--- config.mk ---
export PLATFORM = sky130hd
export DESIGN_NAME = dac_sample_sched
export DESIGN_NICKNAME = d
export VERILOG_FILES = /design/src/rtl/dac_sched_pkg.sv /design/src/rtl/sample_fifo.sv /design/src/rtl/dac_sample_sched.sv
export SDC_FILE = /design/constraint.sdc
export NUM_CORES = 1
export LEC_CHECK = 0
export ABC_AREA = 1
export CAP_MARGIN = 40
export CORE_ASPECT_RATIO = 0.8
export CORE_MARGIN = 10
export CORE_UTILIZATION = 45
export CTS_CLUSTER_SIZE = 16
export DETAILED_ROUTE_END_ITERATION = 10
export PLACE_DENSITY = 0.6
export REMOVE_ABC_BUFFERS = 1
export SLEW_MARGIN = 0
export SYNTH_ARGS = -nofsm -noshare
export SYNTH_HDL_FRONTEND = slang
export SYNTH_SLANG_ARGS = --single-unit
--- constraint.sdc ---
create_clock -name clk -period 5.8 [get_ports clk]
set_input_delay 0.58 -clock clk [delete_from_list [all_inputs] [get_ports clk]]
set_output_delay 0.58 -clock clk [all_outputs]
set_load 0.005 [all_outputs]
--- src/rtl/dac_sched_pkg.sv ---
// dac_sched_pkg
//   Shared definitions for the DAC sample scheduler.
//   - sched_state_t : playback FSM states (IDLE, PRIME, RUN)
//   - MIDSCALE()    : midscale DAC code for a given code width, used as the
//                     reset value so the analog output parks at mid-rail.
package dac_sched_pkg;

  typedef enum logic [1:0] {
    IDLE  = 2'd0,
    PRIME = 2'd1,
    RUN   = 2'd2
  } sched_state_t;

  function automatic int unsigned MIDSCALE(input int unsigned width);
    return 32'd1 << (width - 32'd1);
  endfunction

endpackage

--- src/rtl/sample_fifo.sv ---
// sample_fifo
//   Synchronous single-clock FIFO holding DAC samples between the CPU and
//   the playback scheduler.
//
// Ports
//   clk      : clock, rising edge
//   rst      : asynchronous active-high reset, empties the FIFO
//   flush    : synchronous clear; wins over a same-cycle push and pop
//   push     : write wr_data (ignored when full)
//   wr_data  : sample to store
//   pop      : advance the read pointer (ignored when empty)
//   rd_data  : current head entry (valid when !empty)
//   full     : count == DEPTH
//   empty    : count == 0
//   count    : current occupancy, 0..DEPTH
module sample_fifo #(
  parameter int WIDTH = 10,
  parameter int DEPTH = 8
) (
  input  logic                     clk,
  input  logic                     rst,
  input  logic                     flush,
  input  logic                     push,
  input  logic [WIDTH-1:0]         wr_data,
  input  logic                     pop,
  output logic [WIDTH-1:0]         rd_data,
  output logic                     full,
  output logic                     empty,
  output logic [$clog2(DEPTH):0]   count
);

  localparam int AW = $clog2(DEPTH);
  localparam logic [AW:0] FULL_COUNT = (AW+1)'(DEPTH);

  logic [WIDTH-1:0] mem [DEPTH];
  logic [AW-1:0]    wr_ptr;
  logic [AW-1:0]    rd_ptr;
  logic             do_push;
  logic             do_pop;

  // Full/empty come from the registered count, so a push is refused when
  // full even if a pop frees a slot in the same cycle.
  assign full    = (count == FULL_COUNT);
  assign empty   = (count == '0);
  assign do_push = push && !full;
  assign do_pop  = pop && !empty;
  assign rd_data = mem[rd_ptr];

  always_ff @(posedge clk or posedge rst) begin
    if (rst) begin
      wr_ptr <= '0;
      rd_ptr <= '0;
      count  <= '0;
    end else if (flush) begin
      wr_ptr <= '0;
      rd_ptr <= '0;
      count  <= '0;
    end else begin
      if (do_push) begin
        wr_ptr <= wr_ptr + 1'b1;
      end
      if (do_pop) begin
        rd_ptr <= rd_ptr + 1'b1;
      end
      case ({do_push, do_pop})
        2'b10:   count <= count + 1'b1;
        2'b01:   count <= count - 1'b1;
        default: count <= count;
      endcase
    end
  end

  // Storage has no reset; pointers and count define what is valid.
  always_ff @(posedge clk) begin
    if (do_push && !flush) begin
      mem[wr_ptr] <= wr_data;
    end
  end

endmodule

--- src/rtl/dac_sample_sched.sv ---
// dac_sample_sched
//   Paces CPU-supplied DAC samples onto the DAC at a fixed sample period.
//   Samples are buffered in a FIFO; playback starts once the FIFO is half
//   full (PRIME), then one sample is moved to the DAC code register every
//   max(period,1) clock cycles (RUN). Running dry sets a sticky underrun
//   flag, bumps a saturating counter and drops back to PRIME to refill.
//
// Ports
//   clk            : clock, rising edge
//   rst            : asynchronous active-high reset
//   enable         : 1 = playback allowed, 0 = go to IDLE (FIFO retained)
//   flush          : synchronous FIFO clear
//   period         : clk cycles per sample (0 behaves as 1)
//   in_data        : sample from the CPU
//   in_valid       : in_data valid; pushed when in_ready is also high
//   in_ready       : FIFO not full
//   code           : current DAC code (midscale after reset)
//   code_load      : one-cycle strobe, code was just updated
//   underrun       : sticky, FIFO was empty at a sample tick
//   underrun_cnt   : saturating count of underruns
//   clear_underrun : clears underrun and underrun_cnt
//   fifo_count     : FIFO occupancy
module dac_sample_sched
  import dac_sched_pkg::*;
#(
  parameter int CODE_WIDTH   = 10,
  parameter int DEPTH        = 8,
  parameter int PERIOD_WIDTH = 16
) (
  input  logic                      clk,
  input  logic                      rst,
  input  logic                      enable,
  input  logic                      flush,
  input  logic [PERIOD_WIDTH-1:0]   period,
  input  logic [CODE_WIDTH-1:0]     in_data,
  input  logic                      in_valid,
  output logic                      in_ready,
  output logic [CODE_WIDTH-1:0]     code,
  output logic                      code_load,
  output logic                      underrun,
  output logic [7:0]                underrun_cnt,
  input  logic                      clear_underrun,
  output logic [$clog2(DEPTH):0]    fifo_count
);

  localparam int CW = $clog2(DEPTH) + 1;
  localparam logic [CODE_WIDTH-1:0]   MID_CODE    = CODE_WIDTH'(MIDSCALE(CODE_WIDTH));
  localparam logic [CW-1:0]           PRIME_LEVEL = CW'(DEPTH / 2);
  localparam logic [PERIOD_WIDTH-1:0] ONE         = PERIOD_WIDTH'(1);

  sched_state_t            state;
  sched_state_t            state_next;
  logic [PERIOD_WIDTH-1:0] timer;
  logic [PERIOD_WIDTH-1:0] period_q;
  logic [PERIOD_WIDTH-1:0] period_lim;
  logic                    at_last;
  logic                    tick;
  logic                    pop_req;
  logic                    underrun_evt;
  logic                    push;
  logic                    fifo_full;
  logic                    fifo_empty;
  logic [CODE_WIDTH-1:0]   head;

  sample_fifo #(
    .WIDTH (CODE_WIDTH),
    .DEPTH (DEPTH)
  ) u_fifo (
    .clk     (clk),
    .rst     (rst),
    .flush   (flush),
    .push    (push),
    .wr_data (in_data),
    .pop     (pop_req),
    .rd_data (head),
    .full    (fifo_full),
    .empty   (fifo_empty),
    .count   (fifo_count)
  );

  assign in_ready = !fifo_full;
  assign push     = in_valid && in_ready;

  // period is latched into period_q, so the CPU may rewrite it at any time
  // without producing a short or long sample mid-interval. A latched 0 is
  // treated as 1, i.e. a tick every cycle.
  assign period_lim = (period_q == '0) ? ONE : period_q;
  assign at_last    = (timer == (period_lim - ONE));

  // Ticks are only meaningful while running; dropping enable suppresses the
  // tick of that cycle so nothing is consumed on the way to IDLE.
  assign tick         = (state == RUN) && enable && at_last;
  assign underrun_evt = tick && fifo_empty;

  // A flush in the tick cycle empties the FIFO instead of consuming the head,
  // so no code update is made for that tick.
  assign pop_req = tick && !fifo_empty && !flush;

  always_ff @(posedge clk or posedge rst) begin
    if (rst) begin
      state <= IDLE;
    end else begin
      state <= state_next;
    end
  end

  always_comb begin
    state_next = state;
    if (!enable) begin
      state_next = IDLE;
    end else begin
      case (state)
        IDLE:    state_next = PRIME;
        PRIME:   if (fifo_count >= PRIME_LEVEL) state_next = RUN;
        RUN:     if (underrun_evt) state_next = PRIME;
        default: state_next = IDLE;
      endcase
    end
  end

  // The timer only runs in RUN, so every entry to RUN starts a full period.
  // period_q is refreshed at each wrap and whenever PRIME is entered.
  always_ff @(posedge clk or posedge rst) begin
    if (rst) begin
      timer    <= '0;
      period_q <= '0;
    end else begin
      if (state != RUN || at_last) begin
        timer <= '0;
      end else begin
        timer <= timer + ONE;
      end
      if ((state_next == PRIME && state != PRIME) || (state == RUN && at_last)) begin
        period_q <= period;
      end
    end
  end

  always_ff @(posedge clk or posedge rst) begin
    if (rst) begin
      code      <= MID_CODE;
      code_load <= 1'b0;
    end else begin
      code_load <= pop_req;
      if (pop_req) begin
        code <= head;
      end
    end
  end

  // A clear coinciding with a new underrun must leave that underrun visible,
  // hence the flag and count restart from the event rather than from zero.
  always_ff @(posedge clk or posedge rst) begin
    if (rst) begin
      underrun     <= 1'b0;
      underrun_cnt <= 8'd0;
    end else if (clear_underrun) begin
      underrun     <= underrun_evt;
      underrun_cnt <= underrun_evt ? 8'd1 : 8'd0;
    end else if (underrun_evt) begin
      underrun <= 1'b1;
      if (underrun_cnt != 8'hFF) begin
        underrun_cnt <= underrun_cnt + 8'd1;
      end
    end
  end

endmodule

==> metrics.md <==
| Metric | Value |
|---|---|
| Root buffer cell | clkbuf_16 |
| # setup viols final | 0 |
| Starting Density | 46.3% |
| Hold Violations, Final | 0 |
| Worst-path fanout max | 9 |
| Area share of the largest cell type after synthesis | 34.2% |
| Seq/Total Area, Yosys | 57.1% |
| # fillers | 1360 |
| I/O Pins | 57 |
| #FFs+latches synth | 144 |
| Worst Path Required | 6100 ps |
| Pwr dens | 318 nW/um2 |
| Hold Path Class | input pin to async pin |
| WS Path Type | flip-flop to flip-flop |
| CP Launch Type | flip-flop |
| Top-count cell post-synth | nand2_1 |
| Initial antenna violation count | 0 |
| First-pass GRT wire length | 26.8 mm |
| Worst-Skew Late Latency | 420 ps |
| Maximum clock path buffer count | 2 |
| I/O Buffers | 56 |
| GRT Total Usage | 15.7% |
| Max-slew violation count | 0 |
| # DRC | 0 |
| Buffers plus inverters on the worst setup path | 3 |
| Vias per cell | 5.15 |
| Yosys cell types | 42 |
| Setup Total Neg Slack | 0 ps |
| Synthesized area per cell | 9.67 um2 |
| Leakage power | 3.44 nW |
| Reg area | 4010 um2 |
| Max Fclk | 0.251 GHz |
| Vias in the first global route | 5293 |
| Slowest stage delay, CP | 420 ps |
| Multi-input gate area | 2670 um2 |
| Post-Route WL | 15.9 mm |
| Postcts setup bufs | 0 |
| Synth top area cells | edfxtp_1 (34%), dfrtp_1 (22%), nand2_1 (9.0%) |
| Most frequent CP cell | nand2_1 |
| Crit path time final | 3980 ps |
| Worst slew pin tran | 655 ps |
| Core Area | 15200 um2 |
| Layout cells sized above 1 | 9.54% |
| Largest net degree at the start of global routing | 61 |
| Num CTS Buffers | 17 |
| RSZ-0062 raised after global routing | no |
| CP Capture Type | flip-flop |
| Area Overhead vs Synth | 19.8% |
| Detailed-route wire length per cell | 15.6 um |
| Antenna-violating nets left | 0 |
| Maximum VDD drop | 0.214 mV |
| FP Rows | 40 |
| Post-Synthesis Cells | 726 |
| DR vias | 5233 |
| Clock H-tree levels | 4 |
| Crit-path slowest cell | dfrtp_1 |
| Die ar. | 21000 um2 |
| Post-synth top area cell | edfxtp_1 |
| Nets | 834 |
| # clock sinks | 144 |
| HPWL Detailed | 11.1 mm |
| Post-CTS sizing | 0 |
| Commonest cells in the netlist | nand2_1 (168), edfxtp_1 (80), nor2_1 (73) |
| Tcrit/Tclk final | 68.6% |
| Mapped Area | 7020 um2 |
| Clk_skew | 13.4 ps |
| Clock slew at reported path FFs | 60 ps |
| Main flop type after synthesis | edfxtp_1 |
| Slew headroom | 56.3% |
| Crit-path leading delay family | simple AND/OR/NAND/NOR gates |
| CTS Hold Bufs | 0 |
| Die width | 160 um |
| ANT cells | 0 |
| Tot Pwr | 2.67 mW |
| Share of flip-flops with an asynchronous set or reset | 44.4% |
| Synthesis Warnings | 0 |
| Gr ovfl total | 0 |
| Max capacitance violation total | 0 |
| Status | completed |
| GPL Wtd Cong | 0.957 |
| Die height | 132 um |
| DR pass1 iterations | 5 |
| Arr. time, crit path | 4290 ps |
| Violation count after the first detailed-route iteration | 377 |
| Post-synth EDFFs | 80 |
| CTS tree | yes |
## tightest hold or removal path: stages
cell,delay [ps]
clkdlybuf4s50_1,410
inv_2,40
buf_4,150
## state kept, by name, summed over array words and instances, names as in the netlist
register       cells
u_fifo.mem        80
period_q          16
timer             16
code              10
underrun_cnt       8
u_fifo.count       4
u_fifo.rd_ptr      3
u_fifo.wr_ptr      3
state              2
code_load          1
underrun           1
## routing by layer
metal / global-route usage, % / vias up / part of all wire [%]
met3: 4.62 / 8 / 5.6
met4: 5.50 / 0 / 0.62
li1: - / 2605 / -
met5: 0 / - / 0
met1: 21.8 / 2489 / 50
met2: 22.7 / 131 / 44
## stage by stage
| step | hold WS (ps) | instance area [um2] | utilization [%] | setup WS, ps | cells |
|---|---|---|---|---|---|
| after global placement | 462 | 7790 | 51.4 | 1830 | 978 |
| after detailed placement | 464 | 7900 | 52.1 | 1840 | 985 |
| after CTS | 407 | 8410 | 55.4 | 1800 | 1017 |
| after floorplan | 441 | 6920 | - | 2440 | 705 |
| after global routing | 426 | 8410 | 55.4 | 1350 | 1017 |
| final | 422 | 8410 | 55.4 | 1820 | 1017 |
## where the power goes
part / total [mW] / leakage [nW] / internal, mW / switching [mW]
clock: 0.944 / 0.240 / 0.538 / 0.406
sequential: 1.20 / 1.58 / 1.14 / 0.0630
combinational: 0.530 / 1.62 / 0.191 / 0.339
## path summary, 6_finish.rpt
path | startpoint | endpoint | slack (ps) | cells after the start
worst max-delay path | period_q[2]$_DFFE_PP0P_ | u_fifo.count[3]$_DFFE_PP0P_ | 1820 | 27
min in group clk | state[1]$_DFF_PP0_ | state[1]$_DFF_PP0_ | 480 | 1
worst max register to register | period_q[2]$_DFFE_PP0P_ | u_fifo.count[3]$_DFFE_PP0P_ | 1820 | 27
worst min-delay path | rst | underrun_cnt[4]$_DFFE_PP0P_ | 420 | 3
worst min register to register | state[1]$_DFF_PP0_ | state[1]$_DFF_PP0_ | 480 | 1
max in group asynchronous | rst | code[9]$_DFFE_PP1N_ | 4830 | 4
## logic make-up (layout without fill, tap and decap cells)
logic type	Yosys count	after routing	share of synthesized area (%)
buffers and inverters	85	166	4.83
adders and majority gates	8	8	1.53
AOI/OAI and AO/OA	92	92	8.09
muxes	10	10	1.43
and+or+nand+nor	364	364	24.2
DFF	144	144	57.1
xor gates and xnor gates	23	23	2.87
## area by class of cell
| class | instances | share of cell area, % |
|---|---|---|
| Clock buffer | 20 | 5.20 |
| Clock inverter | 12 | 0.834 |
| Inverter | 64 | 2.86 |
| Multi-Input combinational cell | 497 | 31.8 |
| Sequential cell | 144 | 47.6 |
| Tap cell | 210 | 3.13 |
| Timing Repair Buffer | 70 | 8.53 |
## placed cells by master (no fill, tap or decap), types with 11 or more instances in the layout
cell type	synthesis	final
a21oi_1	18	18
clkbuf_16	0	17
clkdlybuf4s50_1	0	56
dfrtp_1	63	63
edfxtp_1	80	80
inv_1	62	61
nand2_1	168	168
nand2_2	13	13
nand3_1	56	56
nand4_1	11	11
nor2_1	73	73
o21ai_0	40	40
xor2_1	20	20
No activity file was read; power rests on OpenSTA's default activity.
